===== config.mk =====
export PLATFORM = sky130hd
export DESIGN_NAME = fpu_mult_seq
export DESIGN_NICKNAME = d
export VERILOG_FILES = /design/src/rtl/fpu_mult_seq.sv
export SDC_FILE = /design/constraint.sdc
export NUM_CORES = 1
export LEC_CHECK = 0
export CORE_MARGIN = 8
export CORE_UTILIZATION = 58
export DETAILED_ROUTE_END_ITERATION = 10
export PLACE_DENSITY = 0.78
export RECOVER_POWER = 100
export SLEW_MARGIN = 25
export SYNTH_ARGS = -nofsm -noshare
export SYNTH_HDL_FRONTEND = slang
export SYNTH_SLANG_ARGS = --single-unit

===== constraint.sdc =====
create_clock -name clk_i -period 8.53 [get_ports clk_i]
set_clock_uncertainty 0.15 [all_clocks]
set_input_delay 1.706 -clock clk_i [delete_from_list [all_inputs] [get_ports clk_i]]
set_output_delay 1.706 -clock clk_i [all_outputs]
set_load 0.03 [all_outputs]

===== src/rtl/fpu_mult_seq.sv =====
// Multi-cycle floating-point multiplier: radix-2^RADIX_BITS shift-add significand
// multiply, RNE/RTZ rounding, flush-to-zero subnormals, valid/ready on both sides.
module fpu_mult_seq #(
    parameter int EXP_W      = 8,
    parameter int MAN_W      = 23,
    parameter int RADIX_BITS = 2
) (
    input  logic                     clk_i,
    input  logic                     rst_ni,
    input  logic                     in_valid_i,
    output logic                     in_ready_o,
    input  logic [EXP_W+MAN_W:0]     op_a_i,
    input  logic [EXP_W+MAN_W:0]     op_b_i,
    input  logic                     rm_i,
    output logic                     out_valid_o,
    input  logic                     out_ready_i,
    output logic [EXP_W+MAN_W:0]     result_o,
    output logic [3:0]               flags_o
);
    localparam int W     = 1 + EXP_W + MAN_W;
    localparam int SIG_W = MAN_W + 1;
    localparam int R     = RADIX_BITS;
    localparam int N     = (SIG_W + R - 1) / R;
    localparam int NR    = N * R;
    localparam int PW    = 2 * SIG_W;
    localparam int AW    = SIG_W + NR;
    localparam int CW    = $clog2(N + 1);
    localparam int EW    = EXP_W + 2;
    localparam logic [EW-1:0] BIAS = EW'((1 << (EXP_W - 1)) - 1);
    localparam logic [EW-1:0] EMAX = EW'((1 << EXP_W) - 1);
    localparam logic [W-1:0]  QNAN = {1'b0, {EXP_W{1'b1}}, 1'b1, {(MAN_W-1){1'b0}}};

    typedef enum logic [1:0] {IDLE, MUL, RND, DONE} state_e;

    state_e           state_q, state_d;
    logic [CW-1:0]    cnt_q, cnt_d;
    logic [SIG_W-1:0] siga_q, siga_d;
    logic [NR-1:0]    mb_q, mb_d;
    logic [AW-1:0]    acc_q, acc_d;
    logic [EXP_W-1:0] ea_q, ea_d, eb_q, eb_d;
    logic             sign_q, sign_d, rm_q, rm_d;
    logic [W-1:0]     res_q, res_d;
    logic [3:0]       flg_q, flg_d;

    // Operand classification, only meaningful on the accept edge
    logic [EXP_W-1:0] a_exp, b_exp;
    logic [MAN_W-1:0] a_man, b_man;
    logic a_zero, b_zero, a_inf, b_inf, a_nan, b_nan, a_snan, b_snan, s_in;

    assign a_exp  = op_a_i[W-2:MAN_W];
    assign b_exp  = op_b_i[W-2:MAN_W];
    assign a_man  = op_a_i[MAN_W-1:0];
    assign b_man  = op_b_i[MAN_W-1:0];
    assign a_zero = (a_exp == '0);
    assign b_zero = (b_exp == '0);
    assign a_inf  = (&a_exp) & ~(|a_man);
    assign b_inf  = (&b_exp) & ~(|b_man);
    assign a_nan  = (&a_exp) & (|a_man);
    assign b_nan  = (&b_exp) & (|b_man);
    assign a_snan = a_nan & ~a_man[MAN_W-1];
    assign b_snan = b_nan & ~b_man[MAN_W-1];
    assign s_in   = op_a_i[W-1] ^ op_b_i[W-1];

    // Accumulator low R bits are always zero mid-multiply, so add-then-shift
    // collapses to shift-then-add with the partial product placed one digit lower.
    logic [SIG_W+R-1:0] pp;
    logic [AW-1:0]      acc_step;

    assign pp       = {{R{1'b0}}, siga_q} * {{SIG_W{1'b0}}, mb_q[R-1:0]};
    assign acc_step = {{R{1'b0}}, acc_q[AW-1:R]} + {pp, {(NR-R){1'b0}}};

    logic [PW-1:0]    prod, nprod;
    logic [SIG_W-1:0] sig;
    logic [SIG_W:0]   sig_r;
    logic [MAN_W-1:0] man_r;
    logic [EW-1:0]    e;
    logic             norm, guard, sticky, inc, carry, ovf, unf;

    assign prod   = acc_q[PW-1:0];
    assign norm   = prod[PW-1];
    assign nprod  = norm ? prod : {prod[PW-2:0], 1'b0};
    assign sig    = nprod[PW-1:SIG_W];
    assign guard  = nprod[SIG_W-1];
    assign sticky = |nprod[SIG_W-2:0];
    assign inc    = ~rm_q & guard & (sig[0] | sticky);
    assign sig_r  = {1'b0, sig} + (SIG_W+1)'(inc);
    assign carry  = sig_r[SIG_W];
    assign man_r  = carry ? sig_r[MAN_W:1] : sig_r[MAN_W-1:0];
    assign e      = {2'b00, ea_q} + {2'b00, eb_q} - BIAS + EW'(norm) + EW'(carry);
    assign ovf    = ~e[EW-1] & (e[EW-2:0] >= EMAX[EW-2:0]);
    assign unf    = e[EW-1] | (e == '0);

    always_comb begin
        state_d = state_q;
        cnt_d   = cnt_q;
        siga_d  = siga_q;
        mb_d    = mb_q;
        acc_d   = acc_q;
        ea_d    = ea_q;
        eb_d    = eb_q;
        sign_d  = sign_q;
        rm_d    = rm_q;
        res_d   = res_q;
        flg_d   = flg_q;
        case (state_q)
            IDLE: begin
                if (in_valid_i) begin
                    sign_d  = s_in;
                    rm_d    = rm_i;
                    state_d = DONE;
                    if (a_nan | b_nan) begin
                        res_d = QNAN;
                        flg_d = {a_snan | b_snan, 3'b000};
                    end else if ((a_inf & b_zero) | (b_inf & a_zero)) begin
                        res_d = QNAN;
                        flg_d = 4'b1000;
                    end else if (a_inf | b_inf) begin
                        res_d = {s_in, {EXP_W{1'b1}}, {MAN_W{1'b0}}};
                        flg_d = 4'b0000;
                    end else if (a_zero | b_zero) begin
                        res_d = {s_in, {(W-1){1'b0}}};
                        flg_d = 4'b0000;
                    end else begin
                        siga_d  = {1'b1, a_man};
                        mb_d    = NR'({1'b1, b_man});
                        acc_d   = '0;
                        cnt_d   = '0;
                        ea_d    = a_exp;
                        eb_d    = b_exp;
                        state_d = MUL;
                    end
                end
            end
            MUL: begin
                acc_d = acc_step;
                mb_d  = mb_q >> R;
                cnt_d = cnt_q + CW'(1);
                if (cnt_q == CW'(N - 1)) state_d = RND;
            end
            RND: begin
                state_d = DONE;
                if (ovf) begin
                    res_d = rm_q ? {sign_q, {(EXP_W-1){1'b1}}, 1'b0, {MAN_W{1'b1}}}
                                 : {sign_q, {EXP_W{1'b1}}, {MAN_W{1'b0}}};
                    flg_d = 4'b0101;
                end else if (unf) begin
                    res_d = {sign_q, {(W-1){1'b0}}};
                    flg_d = 4'b0011;
                end else begin
                    res_d = {sign_q, e[EXP_W-1:0], man_r};
                    flg_d = {3'b000, guard | sticky};
                end
            end
            DONE: begin
                if (out_ready_i) state_d = IDLE;
            end
            default: state_d = IDLE;
        endcase
    end

    always_ff @(posedge clk_i or negedge rst_ni) begin
        if (!rst_ni) begin
            state_q <= IDLE;
            cnt_q   <= '0;
            siga_q  <= '0;
            mb_q    <= '0;
            acc_q   <= '0;
            ea_q    <= '0;
            eb_q    <= '0;
            sign_q  <= 1'b0;
            rm_q    <= 1'b0;
            res_q   <= '0;
            flg_q   <= '0;
        end else begin
            state_q <= state_d;
            cnt_q   <= cnt_d;
            siga_q  <= siga_d;
            mb_q    <= mb_d;
            acc_q   <= acc_d;
            ea_q    <= ea_d;
            eb_q    <= eb_d;
            sign_q  <= sign_d;
            rm_q    <= rm_d;
            res_q   <= res_d;
            flg_q   <= flg_d;
        end
    end

    assign in_ready_o  = (state_q == IDLE);
    assign out_valid_o = (state_q == DONE);
    assign result_o    = res_q;
    assign flags_o     = flg_q;

endmodule


### Word-level counts from Yosys, hierarchy flattened

Cells that the tools add are included.

* input port bits: 69
* word-level logic and storage cells: 123
* register bits: 156
* output and inout port bits: 38

* add/subtract/negate cells: 7
* $mul: 1
* eq/ne operators: 12
* bitwise logic cells: 30
* mux-type cells: 45
* reductions and logical operators: 16
* $lt $le $gt $ge: 1

Operator list (number)
* $mux 48: 6
* $mux 32: 5
* $mux 24: 6
* $pmux 48 s2: 1
* $reduce_or 23->1: 3
* $pmux 32 s2: 1
* $mux 31: 2
* $add 46x48->48: 1
* $pmux 24 s2: 1
* $mux 4: 10
* $mul 24x2->26: 1
* $add 24x1->25: 1
* $mux 23: 1
* $add 10x1->10: 2
* $logic_not 8->1: 2
* $mux 2: 8
* $pmux 4 s2: 2
* $reduce_and 8->1: 2
* $ne 2x2->1 const B: 6
* $reduce_and 6->1: 2
* $and 1x1->1: 11
* $logic_not 10->1: 1
* $not 1->1: 10
* $sub 9x7->10 const B: 1
* 16 further kinds: 26

### Depth between registers and ports, before layout

* depth in word-level cells: 11
* gate-level depth with buffers: 24
* depth with buffers taken out: 23

### Worst setup path before layout

Ideal clock, no wire load.

* path type: register -> register
* start: register acc_q[47]
* end: register res_q[1] (netlist: result_o[1])
* path slack: 2341 ps
* required time: 8233 ps
* path buffers: 5
* arrival time: 5891 ps
* stages on the path, launching flop included: 25
* clock period less this slack: 6189 ps
* setup time: 147 ps
* path through: dfrtp_1 -> buf_6 -> clkbuf_1 -> clkbuf_1 -> clkbuf_1 -> mux2_2 -> ha_1 -> nand3_1 -> a2111oi_2 -> nand4_1 -> or4_1 -> nor2_1 -> fa_1 -> inv_1 -> fa_1 -> nor2b_1 -> o21ai_0 -> a21boi_0 -> o21a_1 -> o21a_1 -> nor2_1 -> or3_1 -> o21ai_0 -> clkbuf_1 -> o211ai_1

* cells in the longest elaborated chain, start to end: 11
* elaborated cells on any way between the ends: 17
* those cells by class: 3 x add/sub; 1 x order compare; 5 x mux; 6 x bitwise; 2 x reduce/logical

RTL lines
* start, declared: RTL line 39 `logic [AW-1:0] acc_q, acc_d;`
* start signal, assigned: RTL line 167 `acc_q <= '0;`
* start signal, assigned: RTL line 179 `acc_q <= acc_d;`
* parallel branches: the longest is 9 deep, another holds $add 24x1->25
* $mux 31 (*): RTL line 142 `if (ovf) begin`
* $pmux 32 s2 (*): RTL line 105 `case (state_q)`
* end signal, assigned: RTL line 184 `res_q <= res_d;`
* end, declared: RTL line 42 `logic [W-1:0] res_q, res_d;`

Every way passes the cells marked *.
A chain may end at the register's enable or synchronous reset.

### Worst setup path after layout

* start: register acc_q[47]
* end: register res_q[12] (netlist: result_o[12])

The elaborated chain is that of the path after synthesis.

==> flow_summary.ini <==
[die]
fp.dieW_um = 152
design.core.area_um2 = 18100
start_util_pct = 59.4
ios = 107
die_area_um2 = 23100
std_cell_rows = 49
die_h_um = 152

[route]
postRouteAntennaNets = 0
wirelength_um = 25900
firstDrtPassIters = 5
drc_errors = 0
drt_iter0_drc = 562
via_per_inst = 5.96
post_drt_wl_per_cell_um = 16.8
num_vias = 9212

[cells_and_area]
drive_gt1_share_pct = 6.91
final_util_pct = 69.4
fin_cells = 1546
diodes = 0
nNetsFinal = 1445
syn_to_final_growth_pct = 16.9
fillers = 1433

[timing]
worst_slew_pin_slew_ns = 3.63
tns_ns = 0
fin_crit_ns = 7.05
finalCritPeriodShare_pct = 82.6
rsz0062_at_grt = no
hold_viol = 0
setup_violations = 0
fmax_mhz = 142
worst_slew_margin_rel_pct = -142
final_max_slew_viol_count = 226

[setup_path]
path_max_fanout = 34
r2r-end = result_o[12]$_DFFE_PN0P_
critPathArrivalTime_ns = 7.27
r2r.worst_path.cells = 21
crit_path_start = acc_q[47]$_DFFE_PN0P_
cp-start-kind = flop
r2r_start = acc_q[47]$_DFFE_PN0P_
crit_type = flop to flop
crit_path_end = result_o[12]$_DFFE_PN0P_
cp_data_required_time_ns = 8.75
rrSetupSlack_ns = 1.48
worstSetupEndpointType = flop

[placement]
hpwl_um = 19300
place.gp.congestion = 0.921
dpl.cell_count = 1513
port_buffers = 106

[global_routing]
grt_pass1_vias = 9068
grt_start_max_net_pins = 109
grt_pass1_wl_um = 44400
grt_antenna_before_repair = 0
grt_usage_pct = 22.7
grt-ovfl-total = 0

[clocking]
clockBufferDepth = 2
cts_sinks = 156
post_cts_resized = 0
numCtsBuffers = 17
cts_tree = built
clkSlewWorstSetupHoldPaths_ns = 0.07
htreeDepth = 4
clock_latency_ns = 0.44
root_buffer = clkbuf_16
cts_setup_buffers = 0
holdBufCountCts = 0

[synth]
synth_area_um2 = 10700
synth_area_leaders = dfrtp_1 36%, ha_1 7.9%, nand2_1 6.8%
yosysTopAreaCell = dfrtp_1
yosysWarnings = 0
synth_enable_flop_cells = 0
synth.distinct_cells = 64
syn_inst = 1220
synthArstFlopShare_pct = 100
yosysSeqAreaShare_pct = 36.3
synth_top_area_share_pct = 36.3
syn_nets = 1361
synth_flop_cell = dfrtp_1
avgSynthCellArea_um2 = 8.80
synth_seq_cells = 156

[flow_run]
cap_violations = 4

[power_and_ir_drop]
p_per_area_nw_per_um2 = 370
comb_power_share_pct = 56.8
intPower_mw = 2.53
clockPowerShare_pct = 16.2
total_power_mw = 4.65
vdd_drop_max_v = 0.000193
power.share.switching_pct = 45.7
p_leak_nw = 5.66
pwr-share-seq_pct = 27.0
p_switching_mw = 2.12

[min_path]
hold_path.class = flop to flop

[outcome]
violations = max-capacitance violations, max-slew violations
status = complete, but fails checks
[power groups by stage]
stage                     clock network (mW)  registers, mW  logic (mW)
final                                  0.755           1.25        2.64
after global routing                   0.793           1.30        2.94
after CTS                              0.759           1.26        2.64
after detailed placement                   0           1.27        2.62
after global placement                     0           1.25        2.57
after floorplan                            0           1.29        1.91
[final cells by class]
type,instances,area [um2],area share [%]
multi-input combinational,970,6480,51.6
inverter,44,165,1.32
tap,229,287,2.28
clock buffer,17,425,3.39
clock inverter,15,154,1.23
sequential,156,3900,31.1
timing repair buffer,115,1140,9.06
[worst min path at each step]
stage / start / slack, ns / cells after the start / to
final: flags_o[2]$_DFFE_PN0P_ / 0.32 / 2 / flags_o[2]$_DFFE_PN0P_
after global routing: mb_q[23]$_DFFE_PN0P_ / 0.34 / 1 / mb_q[23]$_DFFE_PN0P_
after CTS: mb_q[23]$_DFFE_PN0P_ / 0.33 / 1 / mb_q[23]$_DFFE_PN0P_
after detailed placement: acc_q[0]$_DFFE_PN0P_ / 0.31 / 2 / acc_q[0]$_DFFE_PN0P_
after global placement: acc_q[1]$_DFFE_PN0P_ / 0.30 / 2 / acc_q[1]$_DFFE_PN0P_
after floorplan: acc_q[1]$_DFFE_PN0P_ / 0.29 / 2 / acc_q[1]$_DFFE_PN0P_
[worst max-delay path, stage by stage (launching register included)]
cell and delay (ns):
dfrtp_1 0.63, buf_4 0.43, nand2_1 0.12, a21oi_1 0.17, ha_1 0.22, nand3_1 0.13
a2111oi_0 0.69, nand4_1 0.31, or4_1 0.65, nor2_1 0.22, fa_1 0.23, inv_1 0.06
fa_1 0.39, nor2b_1 0.12, o21ai_0 0.10, a21boi_0 0.26, o21a_1 0.22, o211a_1 0.17
o21ai_0 0.14, a32oi_1 0.85, o211a_1 0.50, a221o_1 0.21
[per-layer routing]
| metal | routed length, um | GRT usage (%) | part of all wire [%] | vias up |
|---|---|---|---|---|
| met5 | 0 | 0 | 0 | - |
| li1 | - | - | - | 4555 |
| met4 | 460 | 6.95 | 1.8 | 0 |
| met1 | 12100 | 30.3 | 47 | 4358 |
| met2 | 12000 | 37.3 | 46 | 259 |
| met3 | 1330 | 3.80 | 5.1 | 40 |
[per-stage QoR]
stage / cell area (um2) / setup WS (ns) / hold slack [ns]
after floorplan: 10700 / 2.34 / 0.290
after global placement: 12000 / 2.00 / 0.302
after detailed placement: 12000 / 1.88 / 0.314
after CTS: 12600 / 1.85 / 0.331
after global routing: 12600 / 0.888 / 0.337
final: 12600 / 1.48 / 0.322
[placed cells by master, fill, tap and decap left out, drive strengths merged, types with 24 or more instances in the layout]
cell type,instances
and2,48
dlygate4sd3,41
nor3,28
ha,68
nand2,195
inv,51
mux2,41
clkdlybuf4s50,64
o21ai,85
xor2,27
nor4,24
dfrtp,156
nor2,52
nand3,51
o211ai,28
a21oi,58
xnor2,46
mux2i,35
[kinds of logic (layout without fill, tap and decap cells)]
logic type	count (synthesis)	after routing	synth area share [%]
AOI/OAI and AO/OA	286	286	17.4
xor gates and xnor gates	73	73	5.95
adders and majority gates	72	72	8.67
buffers and inverters	94	191	3.38
DFF	156	156	36.3
muxes	76	76	7.56
and+or+nand+nor	463	463	20.7
[sequential cells by signal (all words and copies together) (netlist names), 2 cells and up]
signal    count
ea_q          8
eb_q          8
siga_q       24
state_q       2
result_o     32
acc_q        48
flags_o       4
cnt_q         4
mb_q         24
[cells in the mapped netlist, drive strengths merged, types with 10 or more instances]
master and number:
nand2 195, dfrtp 156, o21ai 85, ha 68, a21oi 58, nor2 52
nand3 51, and2 48, clkbuf 47, xnor2 46, inv 44, mux2 41
mux2i 35, nor3 28, o211ai 28, xor2 27, nor4 24, a21o 22
nand2b 17, a221o 15, a211oi 14, nor2b 11, nand4 10
Note: power is estimated with default switching activity, not from simulation.
